$ cat config.mk
export PLATFORM = sky130hd
export DESIGN_NAME = mem_stage_lsu
export DESIGN_NICKNAME = d
export VERILOG_FILES = /design/src/rtl/mem_stage_lsu.sv
export SDC_FILE = /design/constraint.sdc
export NUM_CORES = 1
export LEC_CHECK = 0
export ABC_AREA = 1
export BUFFER_PORTS_ARGS = -buffer_cell sky130_fd_sc_hd__buf_2
export CELL_PAD_IN_SITES_DETAIL_PLACEMENT = 1
export CELL_PAD_IN_SITES_GLOBAL_PLACEMENT = 2
export CORE_ASPECT_RATIO = 2
export CORE_MARGIN = 2
export CORE_UTILIZATION = 21
export CTS_BUF_LIST = sky130_fd_sc_hd__clkbuf_8
export DETAILED_ROUTE_END_ITERATION = 8
export HOLD_SLACK_MARGIN = 0.15
export PLACE_DENSITY = 0.9
export SYNTH_ARGS = -nofsm -noshare
export SYNTH_HDL_FRONTEND = slang
export SYNTH_SLANG_ARGS = --single-unit
$ cat constraint.sdc
create_clock -name clk -period 3 [get_ports clk]
set_input_delay 0.15 -clock clk [delete_from_list [all_inputs] [get_ports clk]]
set_output_delay 0.15 -clock clk [all_outputs]
set_load 0.01 [all_outputs]
$ cat src/rtl/mem_stage_lsu.sv
// rtl/mem_stage_lsu.sv - MEM-stage load/store unit driving a req/gnt/rvalid data memory
//
// Purpose: turns the registered MEM-stage op/funct3/address/store data into a
// single-port data-memory access, stalls the pipeline while the access is in
// flight and presents the extracted, extended load result to the MEM/WB path.
//
// Ports:
//   clk, rst                     clock, asynchronous active-high reset
//   M_valid, M_op, M_funct3      MEM-stage instruction valid, opcode, size/sign
//   M_alu_out, M_dm_data         effective byte address, store source data
//   dm_req, dm_we, dm_addr       memory request, write enable, word address
//   dm_bweb, dm_wdata            active-low per-bit write mask, replicated data
//   dm_gnt, dm_rvalid, dm_rdata  memory grant, read valid, read data
//   M_ld_data, M_ld_valid        registered load result, one-cycle valid pulse
//   M_stall                      freeze IF..EX/MEM registers
//   M_misalign                   misaligned access flag
//
// Optional feature macro: LSU_MISALIGN_TRAP_EN
//   defined   - misaligned H/W accesses raise M_misalign and issue no request
//   undefined - low address bits beyond the access size are ignored, M_misalign = 0

module mem_stage_lsu #(
  parameter int         DM_AW    = 14,
  parameter logic [6:0] LOAD_OP  = 7'b0000011,
  parameter logic [6:0] STORE_OP = 7'b0100011
) (
  input  logic             clk,
  input  logic             rst,
  input  logic             M_valid,
  input  logic [6:0]       M_op,
  input  logic [2:0]       M_funct3,
  input  logic [31:0]      M_alu_out,
  input  logic [31:0]      M_dm_data,
  output logic             dm_req,
  output logic             dm_we,
  output logic [DM_AW-1:0] dm_addr,
  output logic [31:0]      dm_bweb,
  output logic [31:0]      dm_wdata,
  input  logic             dm_gnt,
  input  logic             dm_rvalid,
  input  logic [31:0]      dm_rdata,
  output logic [31:0]      M_ld_data,
  output logic             M_ld_valid,
  output logic             M_stall,
  output logic             M_misalign
);

  localparam logic [6:0] FLW_OP = 7'b0000111;
  localparam logic [6:0] FSW_OP = 7'b0100111;

  typedef enum logic [1:0] {IDLE, REQ, WAIT, DONE} state_t;

  state_t      state_q, state_d;
  logic [31:0] ld_data_q, ld_data_d;
  logic        ld_valid_q, ld_valid_d;

  logic        is_fp, is_load, is_store, access;
  logic        sz_byte, sz_half, sz_word, ld_signed;
  logic [1:0]  a;
  logic [4:0]  lane_sh;
  logic        misalign;
  logic [31:0] st_bweb, st_wdata;
  logic [31:0] rd_shift, ld_ext;
  logic        req, stall, mis;

  // Address bits above the data-memory window are not used by this block.
  logic unused_addr_hi;
  assign unused_addr_hi = ^M_alu_out[31:DM_AW+2];

  // Decode. FP loads/stores are always word accesses regardless of funct3.
  always_comb begin
    is_fp     = (M_op == FLW_OP) || (M_op == FSW_OP);
    is_load   = (M_op == LOAD_OP)  || (M_op == FLW_OP);
    is_store  = (M_op == STORE_OP) || (M_op == FSW_OP);
    access    = M_valid && (is_load || is_store);
    // funct3[1:0]: 00 byte, 01 half, anything else (incl. unknown codes) word
    sz_byte   = !is_fp && (M_funct3[1:0] == 2'b00);
    sz_half   = !is_fp && (M_funct3[1:0] == 2'b01);
    sz_word   = !sz_byte && !sz_half;
    ld_signed = !M_funct3[2];
    a         = M_alu_out[1:0];
    lane_sh   = {a, 3'b000};
  end

`ifdef LSU_MISALIGN_TRAP_EN
  assign misalign = (sz_half && a[0]) || (sz_word && (a != 2'b00));
`else
  assign misalign = 1'b0;
`endif

  // Store lane mask / replicated data.
  always_comb begin
    st_bweb  = 32'h0000_0000;
    st_wdata = M_dm_data;
    if (sz_byte) begin
      st_bweb  = ~(32'h0000_00FF << lane_sh);
      st_wdata = {4{M_dm_data[7:0]}};
    end else if (sz_half) begin
      st_bweb  = a[1] ? 32'h0000_FFFF : 32'hFFFF_0000;
      st_wdata = {2{M_dm_data[15:0]}};
    end
  end

  // Load extraction and sign/zero extension.
  always_comb begin
    rd_shift = dm_rdata >> lane_sh;
    ld_ext   = dm_rdata;
    if (sz_byte) begin
      ld_ext = {{24{ld_signed & rd_shift[7]}}, rd_shift[7:0]};
    end else if (sz_half) begin
      ld_ext = a[1] ? {{16{ld_signed & dm_rdata[31]}}, dm_rdata[31:16]}
                    : {{16{ld_signed & dm_rdata[15]}}, dm_rdata[15:0]};
    end
  end

  // Next state and control.
  always_comb begin
    state_d    = state_q;
    ld_data_d  = ld_data_q;
    ld_valid_d = 1'b0;
    req        = 1'b0;
    stall      = 1'b0;
    mis        = 1'b0;
    unique case (state_q)
      IDLE: begin
        if (access) begin
          if (misalign) begin
            mis = 1'b1;
            if (is_load) ld_data_d = 32'h0000_0000;
          end else begin
            req = 1'b1;
            if (dm_gnt) begin
              // Stores retire in the grant cycle without stalling.
              if (is_load) begin
                state_d = WAIT;
                stall   = 1'b1;
              end
            end else begin
              state_d = REQ;
              stall   = 1'b1;
            end
          end
        end
      end
      REQ: begin
        req   = 1'b1;
        stall = 1'b1;
        if (dm_gnt) state_d = is_store ? DONE : WAIT;
      end
      WAIT: begin
        stall = 1'b1;
        if (dm_rvalid) begin
          ld_data_d  = ld_ext;
          ld_valid_d = 1'b1;
          state_d    = DONE;
        end
      end
      DONE: begin
        state_d = IDLE;
      end
      default: state_d = IDLE;
    endcase
  end

  always_ff @(posedge clk or posedge rst) begin
    if (rst) begin
      state_q    <= IDLE;
      ld_data_q  <= 32'h0000_0000;
      ld_valid_q <= 1'b0;
    end else begin
      state_q    <= state_d;
      ld_data_q  <= ld_data_d;
      ld_valid_q <= ld_valid_d;
    end
  end

  // Memory-side outputs are combinational from the held MEM-stage inputs, so
  // they stay constant across REQ; gating with rst keeps reset values visible
  // while reset is asserted.
  always_comb begin
    dm_req   = req && !rst;
    dm_we    = dm_req && is_store;
    dm_addr  = dm_req ? M_alu_out[DM_AW+1:2] : '0;
    dm_bweb  = dm_we ? st_bweb : 32'hFFFF_FFFF;
    dm_wdata = dm_we ? st_wdata : 32'h0000_0000;
  end

  assign M_ld_data  = ld_data_q;
  assign M_ld_valid = ld_valid_q;
  assign M_stall    = stall && !rst;
  assign M_misalign = mis && !rst;

endmodule

# Yosys cells after proc, flatten, opt, wreduce, memory -nomap -nowiden
# Index checks and enable logic that the tools add are counted.
# word_totals
register_bits,35
output_inout_bits,115
word_cells,65
# op_classes
n_reduce_logical,18
n_mux,26
n_bitwise,4
shift,2
n_eq_ne,12
# op_table
op,n
32-bit two-way mux,10
32-bit NOT,1
8-bit by 5-bit << shifter with 32-bit output (first input constant),1
32-bit by 5-bit >> shifter with 8-bit output,1
7-bit by 6-bit equality test with 1-bit output (second input constant),2
14-bit two-way mux,1
2-bit two-way mux,5
2-bit case mux with 4 select lines,1
7-bit by 2-bit equality test with 1-bit output (second input constant),1
7-bit by 3-bit equality test with 1-bit output (second input constant),1
1-bit two-way mux,7
1-bit logical AND,6
2-bit inequality test (second input constant),3
2-bit by 1-bit equality test with 1-bit output (second input constant),2
2-bit equality test (second input constant),2
2-bit logical NOT,2
1-bit logical OR,4
1-bit case mux with 2 select lines,2
4-bit AND reduction,1
1-bit AND,3
1-bit logical NOT,3
3-bit inequality test (second input constant),1
2-bit AND reduction,1
2-bit OR reduction,1

# Depth between registers and ports, before layout
# Gate-level depths: netlist of run 1.
# logic_depth
word_depth,9
depth_mapped,12
mapped_depth_nobuf,10

# Worst setup path before layout of run 1
# No wires, ideal clock.
# synth_path
kind,input port to output port
start,input port rst
end,output port dm_bweb[10]
arrival_ps,2091
setup_slack_ps,759
required_ps,2850
cell_stages,5
path_cell_list,inv_1 > nand4_1 > inv_1 > o21ai_0 > buf_4
# synth_between
elab_chain_cells,4
# synth_lines
element,line,rtl
from (decl),28,"input logic rst,"
1-bit logical NOT,181,dm_req = req && !rst;
1-bit logical AND,181,
1-bit logical AND,182,dm_we = dm_req && is_store;
net dm_we,35,"output logic dm_we,"
32-bit two-way mux,184,dm_bweb = dm_we ? st_bweb : 32'hFFFF_FFFF;
to (decl),37,"output logic [31:0] dm_bweb,"
# The timed path passes the listed nets, and every way through them passes these cells.

# Worst setup path in the final report of run 1
# layout_path
start,register state_q[0]
end,output port dm_bweb[4]
# layout_between
elab_chain_cells,5
elab_cells_between_ends,6
cone_classes,1 x eq/ne; 2 x mux; 3 x reduce/logical
# layout_lines
element,line,rtl
from (decl),53,"state_t state_q, state_d;"
from (signal assigned),171,state_q <= state_d;
2-bit by 1-bit equality test with 1-bit output / 2-bit logical NOT (equally long branches),124,unique case (state_q)
1-bit case mux with 2 select lines *,124,
1-bit logical AND *,181,
1-bit logical AND *,182,
32-bit two-way mux *,184,
# Mark *: on every way between the ends. The rest lies on a longest branch, timed or not.

==> results of run 1 <==
cells by family after synthesis:
logic type,count (synthesis),synth area share (%)
simple gates,367,46.5
buf+inv,112,17.4
compound gates,57,8.62
flops,35,25.9
fa+ha+maj,4,1.48
other cells,1,0.111
routing by layer:
| layer | up-vias | track usage (%) | part of all wire [%] |
|---|---|---|---|
| li1 | 2056 | - | - |
| met1 | 1918 | 16.0 | 33 |
| met2 | 160 | 33.9 | 56 |
| met3 | 21 | 2.38 | 6.2 |
| met4 | 2 | 7.54 | 3.8 |
| met5 | - | 0 | 0.076 |
worst min path at each step:
stage	from	to	slack, ps
2_1_floorplan	rst	M_ld_data[0]	320
3_3_place_gp	rst	state_q[1]	390
3_5_place_dp	rst	state_q[0]	400
4_1_cts	dm_rdata[4]	M_ld_data[4]	180
5_1_grt	dm_rdata[6]	M_ld_data[6]	230
6_report	dm_rdata[4]	M_ld_data[4]	190
per-stage QoR:
stage | setup slack [ps] | hold slack [ps] | instances | cell area (sq um)
5_1_grt | 394 | 229 | 946 | 4510
4_1_cts | 550 | 183 | 946 | 4510
3_3_place_gp | 800 | 393 | 937 | 4370
2_1_floorplan | 759 | 321 | 576 | 3380
6_report | 669 | 192 | 946 | 4510
3_5_place_dp | 688 | 395 | 937 | 4370
report_power, final:
group	switching [mW]	internal, mW	total, mW
sequential	0.123	0.695	0.818
clock	0.211	0.332	0.543
combinational	0.783	0.498	1.28
worst max-delay path, stage by stage, from the launching register on:
cell	delay, ps
dfrtp_1	420
inv_1	90
ha_1	240
nand4_1	110
nand2_1	100
nand4_1	160
inv_1	170
o21ai_0	310
buf_2	260
registers in the layout, indices dropped and copies added (netlist names):
signal      cells
M_ld_valid      1
M_ld_data      32
state_q         2
area by class of cell:
class	instances	area share, %
Tap cell	201	5.57
Timing Repair Buffer	215	24.6
Clock buffer	5	1.52
Sequential cell	35	19.4
Inverter	58	4.93
Multi-Input combinational cell	429	42.5
Clock inverter	3	1.50
synthesized netlist by cell type, drive strengths merged:
cell and number:
a21oi 26, buf 44, clkbuf 10, conb 1, dfrtp 35, ha 4, inv 58, nand2 227
nand3 23, nand4 10, nor2 107, o211ai 1, o21a 1, o21ai 28, o22ai 1
what timing repair did:
item,in CTS,in global routing
hold endpoints to repair,35,0
hold buffers,1,0
buffers inserted,0,0
==> results.sh, run 1 <==
export IMPL_cts_sinks=35
export IMPL_synth_lib_cells_used_distinct=27
export IMPL_endpoint_kind="primary output"
export IMPL_rr_endpoint="M_ld_data[22]"
export IMPL_ys_warn_count=0
export IMPL_die_h_microns=183
export IMPL_viasPerCell=4.39
export IMPL_area_delta_synth_final_pct=33.5
export IMPL_start_kind="flip-flop"
export IMPL_final_util_pct=28.6
export IMPL_cp_data_required_time_ps=2850
export IMPL_drt_iter0_markers=155
export IMPL_rr_worst_depth=8
export IMPL_vias=4157
export IMPL_grt_pass1_vias=4254
export IMPL_antenna_found_initial=1
export IMPL_multi_input_area_sq_um=1920
export IMPL_finalHoldViolCount=0
export IMPL_core_area_sq_um=15800
export IMPL_setup_tns_final_ps=0
export IMPL_syn_inst=576
export IMPL_detail_route_antenna_nets=0
export IMPL_startpoint="state_q[0]"
export IMPL_clk_pin_slew_worst_paths_ps=80
export IMPL_place_gp_congestion=0.831
export IMPL_period_share_pct=77.7
export IMPL_clk_latency_ps=310
export IMPL_ir_drop_mv=0.219
export IMPL_drive_gt1_share_pct=34.9
export IMPL_holdCritPathClass="input pin to flip-flop"
export IMPL_syn_area_sq_um=3380
export IMPL_final_cell_mix="nand2_1, buf_2, nor2_1"
export IMPL_grt_pass1_wl_mm=22.2
export IMPL_root_buffer="clkbuf_8"
export IMPL_diodes=0
export IMPL_power_density_nw_per_um2=585
export IMPL_layout_cells_most_common="nand2_1"
export IMPL_worst_clock_skew_ps=7.24
export IMPL_grt_overflow_total=0
export IMPL_clock_path_buffers=2
export IMPL_cts_htree_levels=2
export IMPL_fmax_mhz=429
export IMPL_cts_buffers_inserted=5
export IMPL_die_area_sq_um=17200
export IMPL_worstSetupPathType="flip-flop to primary output"
export IMPL_synth_area_top_cells="dfrtp_1, nand2_1, nor2_1"
export IMPL_critical_path_max_fanout=8
export IMPL_gr_usage_all_layers_pct=16.8
export IMPL_ff2ff_setup_slack_ps=1210
export IMPL_cp_arrival_ps=2180
export IMPL_layout_nets=859
export IMPL_wl_mm=14.5
export IMPL_setup_viol=0
export IMPL_p_leak_nw=2.66
export IMPL_portBuffers=208
export IMPL_fill_cells=2166
export IMPL_slew_viol_final=0
export IMPL_syn_area_per_cell_sq_um=5.87
export IMPL_cp_endpoint="dm_bweb[4]"
export IMPL_cts_repair_resized=0
export IMPL_whs_path_depth=5
export IMPL_total_power_mw=2.64
export IMPL_ioPinCount=226
export IMPL_r2r_start="state_q[0]"
export IMPL_yosysTopAreaCell="dfrtp_1"
export IMPL_start_util_pct=21.4
export IMPL_worst_pin_slew_ps=789
export IMPL_cts_tree="built"
export IMPL_maxCapViolCount=0
export IMPL_maxSlewHeadroom_pct=46.9
export IMPL_status="finished clean"
export IMPL_grt_max_degree=37
export IMPL_grt_setup_unrepaired="false"
export IMPL_drc=0
export IMPL_dpl_hpwl_mm=11.7
export IMPL_seq_area_frac_synth_pct=25.9
export IMPL_die_x_microns=93.7
export IMPL_regArea_sq_um=876
export IMPL_dr_pass1_iters=4
export IMPL_synth_top_area_share_pct=25.9
export IMPL_num_rows=65
export IMPL_wl_per_cell_microns=15.3
export IMPL_finalCriticalPeriod_ps=2330
export IMPL_synth_fp_nets=691
export IMPL_synth_seq_cells=35
Power figures use the tool's default switching activity.
==> run 2: changes to the inputs <==
--- a/config.mk
+++ b/config.mk
@@ -11,11 +11,11 @@
 export CELL_PAD_IN_SITES_GLOBAL_PLACEMENT = 2
 export CORE_ASPECT_RATIO = 2
 export CORE_MARGIN = 2
-export CORE_UTILIZATION = 21
+export CORE_UTILIZATION = 18
 export CTS_BUF_LIST = sky130_fd_sc_hd__clkbuf_8
 export DETAILED_ROUTE_END_ITERATION = 8
 export HOLD_SLACK_MARGIN = 0.15
-export PLACE_DENSITY = 0.9
+export PLACE_DENSITY = 0.82
 export SYNTH_ARGS = -nofsm -noshare
 export SYNTH_HDL_FRONTEND = slang
 export SYNTH_SLANG_ARGS = --single-unit
==> constraint.sdc (replaced) <==
create_clock -name clk -period 2 [get_ports clk]
set_input_delay 0.1 -clock clk [delete_from_list [all_inputs] [get_ports clk]]
set_output_delay 0.1 -clock clk [all_outputs]
set_load 0.01 [all_outputs]
==> results.sh, run 2 (synthesis results as in run 1) <==
export IMPL_fmax_mhz=510
export IMPL_portBuffers=208
export IMPL_antenna_found_initial=3
export IMPL_final_util_pct=27.4
export IMPL_startpoint="state_q[1]"
export IMPL_place_gp_congestion=0.813
export IMPL_root_buffer="clkbuf_8"
export IMPL_dpl_cell_count=970
export IMPL_ir_drop_mv=0.269
export IMPL_maxSlewHeadroom_pct=49.1
export IMPL_core_area_sq_um=18700
export IMPL_wl_mm=15.9
export IMPL_worstSetupPathType="flip-flop to primary output"
export IMPL_cts_sinks=35
export IMPL_layout_cells_most_common="nand2_1"
export IMPL_clk_pin_slew_worst_paths_ps=90
export IMPL_final_cell_mix="nand2_1, buf_2, nor2_1"
export IMPL_worst_clock_skew_ps=14.1
export IMPL_grt_use_met1_pct=14.0
export IMPL_area_delta_synth_final_pct=51.2
export IMPL_worst_slack_ps=41.1
export IMPL_multi_input_area_sq_um=2080
export IMPL_cp_arrival_ps=1860
export IMPL_die_area_sq_um=20000
export IMPL_largest_register_ffs=32
export IMPL_whs_endpoint="M_ld_data[28]"
export IMPL_status="finished clean"
export IMPL_ioPinCount=226
export IMPL_grt_pass1_wl_mm=23.1
export IMPL_stdcell_area_sq_um=5110
export IMPL_viasPerCell=4.35
export IMPL_ff2ff_setup_slack_ps=300
export IMPL_dr_pass1_iters=4
export IMPL_finalHoldViolCount=0
export IMPL_dpl_hpwl_mm=12.6
export IMPL_maxCapViolCount=0
export IMPL_fin_cells=999
export IMPL_total_power_mw=4.11
export IMPL_grt_setup_unrepaired="true"
export IMPL_grt_max_degree=26
export IMPL_p_leak_nw=2.89
export IMPL_period_share_pct=97.9
export IMPL_grt_use_met2_pct=31.9
export IMPL_detail_route_antenna_nets=0
export IMPL_num_rows=71
export IMPL_whs_path_depth=5
export IMPL_cp_data_required_time_ps=1900
export IMPL_grt_met3_usage_pct=2.36
export IMPL_cts_tree="built"
export IMPL_die_h_microns=198
export IMPL_clock_path_buffers=2
export IMPL_drive_gt1_share_pct=41.7
export IMPL_cts_buffers_inserted=5
export IMPL_slew_viol_final=0
export IMPL_critical_path_max_fanout=8
export IMPL_drt_iter0_markers=148
export IMPL_wl_per_cell_microns=15.9
export IMPL_rr_worst_depth=9
export IMPL_power_density_nw_per_um2=804
export IMPL_start_util_pct=18.1
export IMPL_grt_busiest_layer="met2"
export IMPL_drc=0
export IMPL_r2r_start="state_q[1]"
export IMPL_start_kind="flip-flop"
export IMPL_die_x_microns=101
export IMPL_regArea_sq_um=876
export IMPL_rr_endpoint="M_ld_data[24]"
export IMPL_dp_slack_ps=59.0
export IMPL_finalCriticalPeriod_ps=1960
export IMPL_grt_pass1_vias=4357
export IMPL_min_from="dm_rdata[28]"
export IMPL_worst_pin_slew_ps=762
export IMPL_whs_ps=169
export IMPL_endpoint_kind="primary output"
export IMPL_setup_tns_final_ps=0
export IMPL_vias=4350
export IMPL_clk_latency_ps=310
export IMPL_layout_nets=893
export IMPL_holdCritPathClass="input pin to flip-flop"
export IMPL_setup_viol=0
export IMPL_placed_area_sq_um=4510
export IMPL_fill_cells=2439
export IMPL_cts_htree_levels=2
export IMPL_grt_overflow_total=0
export IMPL_gr_usage_all_layers_pct=15.4
## run 2: where the power goes
part           leakage, nW  internal (mW)  switching [mW]  total [mW]
clock network       0.0618          0.410           0.304       0.714
registers            0.422           1.04           0.186        1.23
logic                 2.41          0.906            1.26        2.17
## run 2: timing repair
item | 4_1_cts | 5_1_grt
gates cloned | 1 | 1
hold endpoints to repair | 42 | 0
pin swaps | 1 | 4
hold buffers | 8 | 0
endpoints found under the setup margin | 64 | 80
resized for setup | 26 | 46
setup buffers | 6 | 4
## run 2: area by class of cell
| type | instances | share of cell area, % |
|---|---|---|
| Multi-Input combinational cell | 429 | 40.7 |
| Sequential cell | 35 | 17.1 |
| Tap cell | 219 | 5.36 |
| Antenna cell | 1 | 0.0489 |
| Clock buffer | 6 | 1.62 |
| Clock inverter | 2 | 0.759 |
| Timing Repair Buffer | 249 | 29.8 |
| Inverter | 58 | 4.58 |
## run 2: metal layers
layer  routed length, microns  vias to the layer above
met4                      485                        4
met5                       27                        -
li1                         -                     2129
met3                      886                       21
met2                     9180                      166
met1                     5310                     2030
## run 2: worst max-delay path by stage
stage,slack (ps),depth (start not counted),endpoint
6_report,40,9,dm_wdata[20]
5_1_grt,-60,9,dm_bweb[13]
4_1_cts,7,9,dm_wdata[20]
3_5_place_dp,60,10,M_ld_data[1]
3_3_place_gp,130,8,M_ld_data[21]
2_1_floorplan,100,8,dm_bweb[10]
## run 2: worst max-delay path: stages (launching register included)
cell and delay (ps):
dfrtp_1 410, inv_2 90, ha_4 130, nand4_1 90
nand2_2 80, nand4_1 100, buf_6 190, clkbuf_16 180
a21oi_2 100, buf_2 140
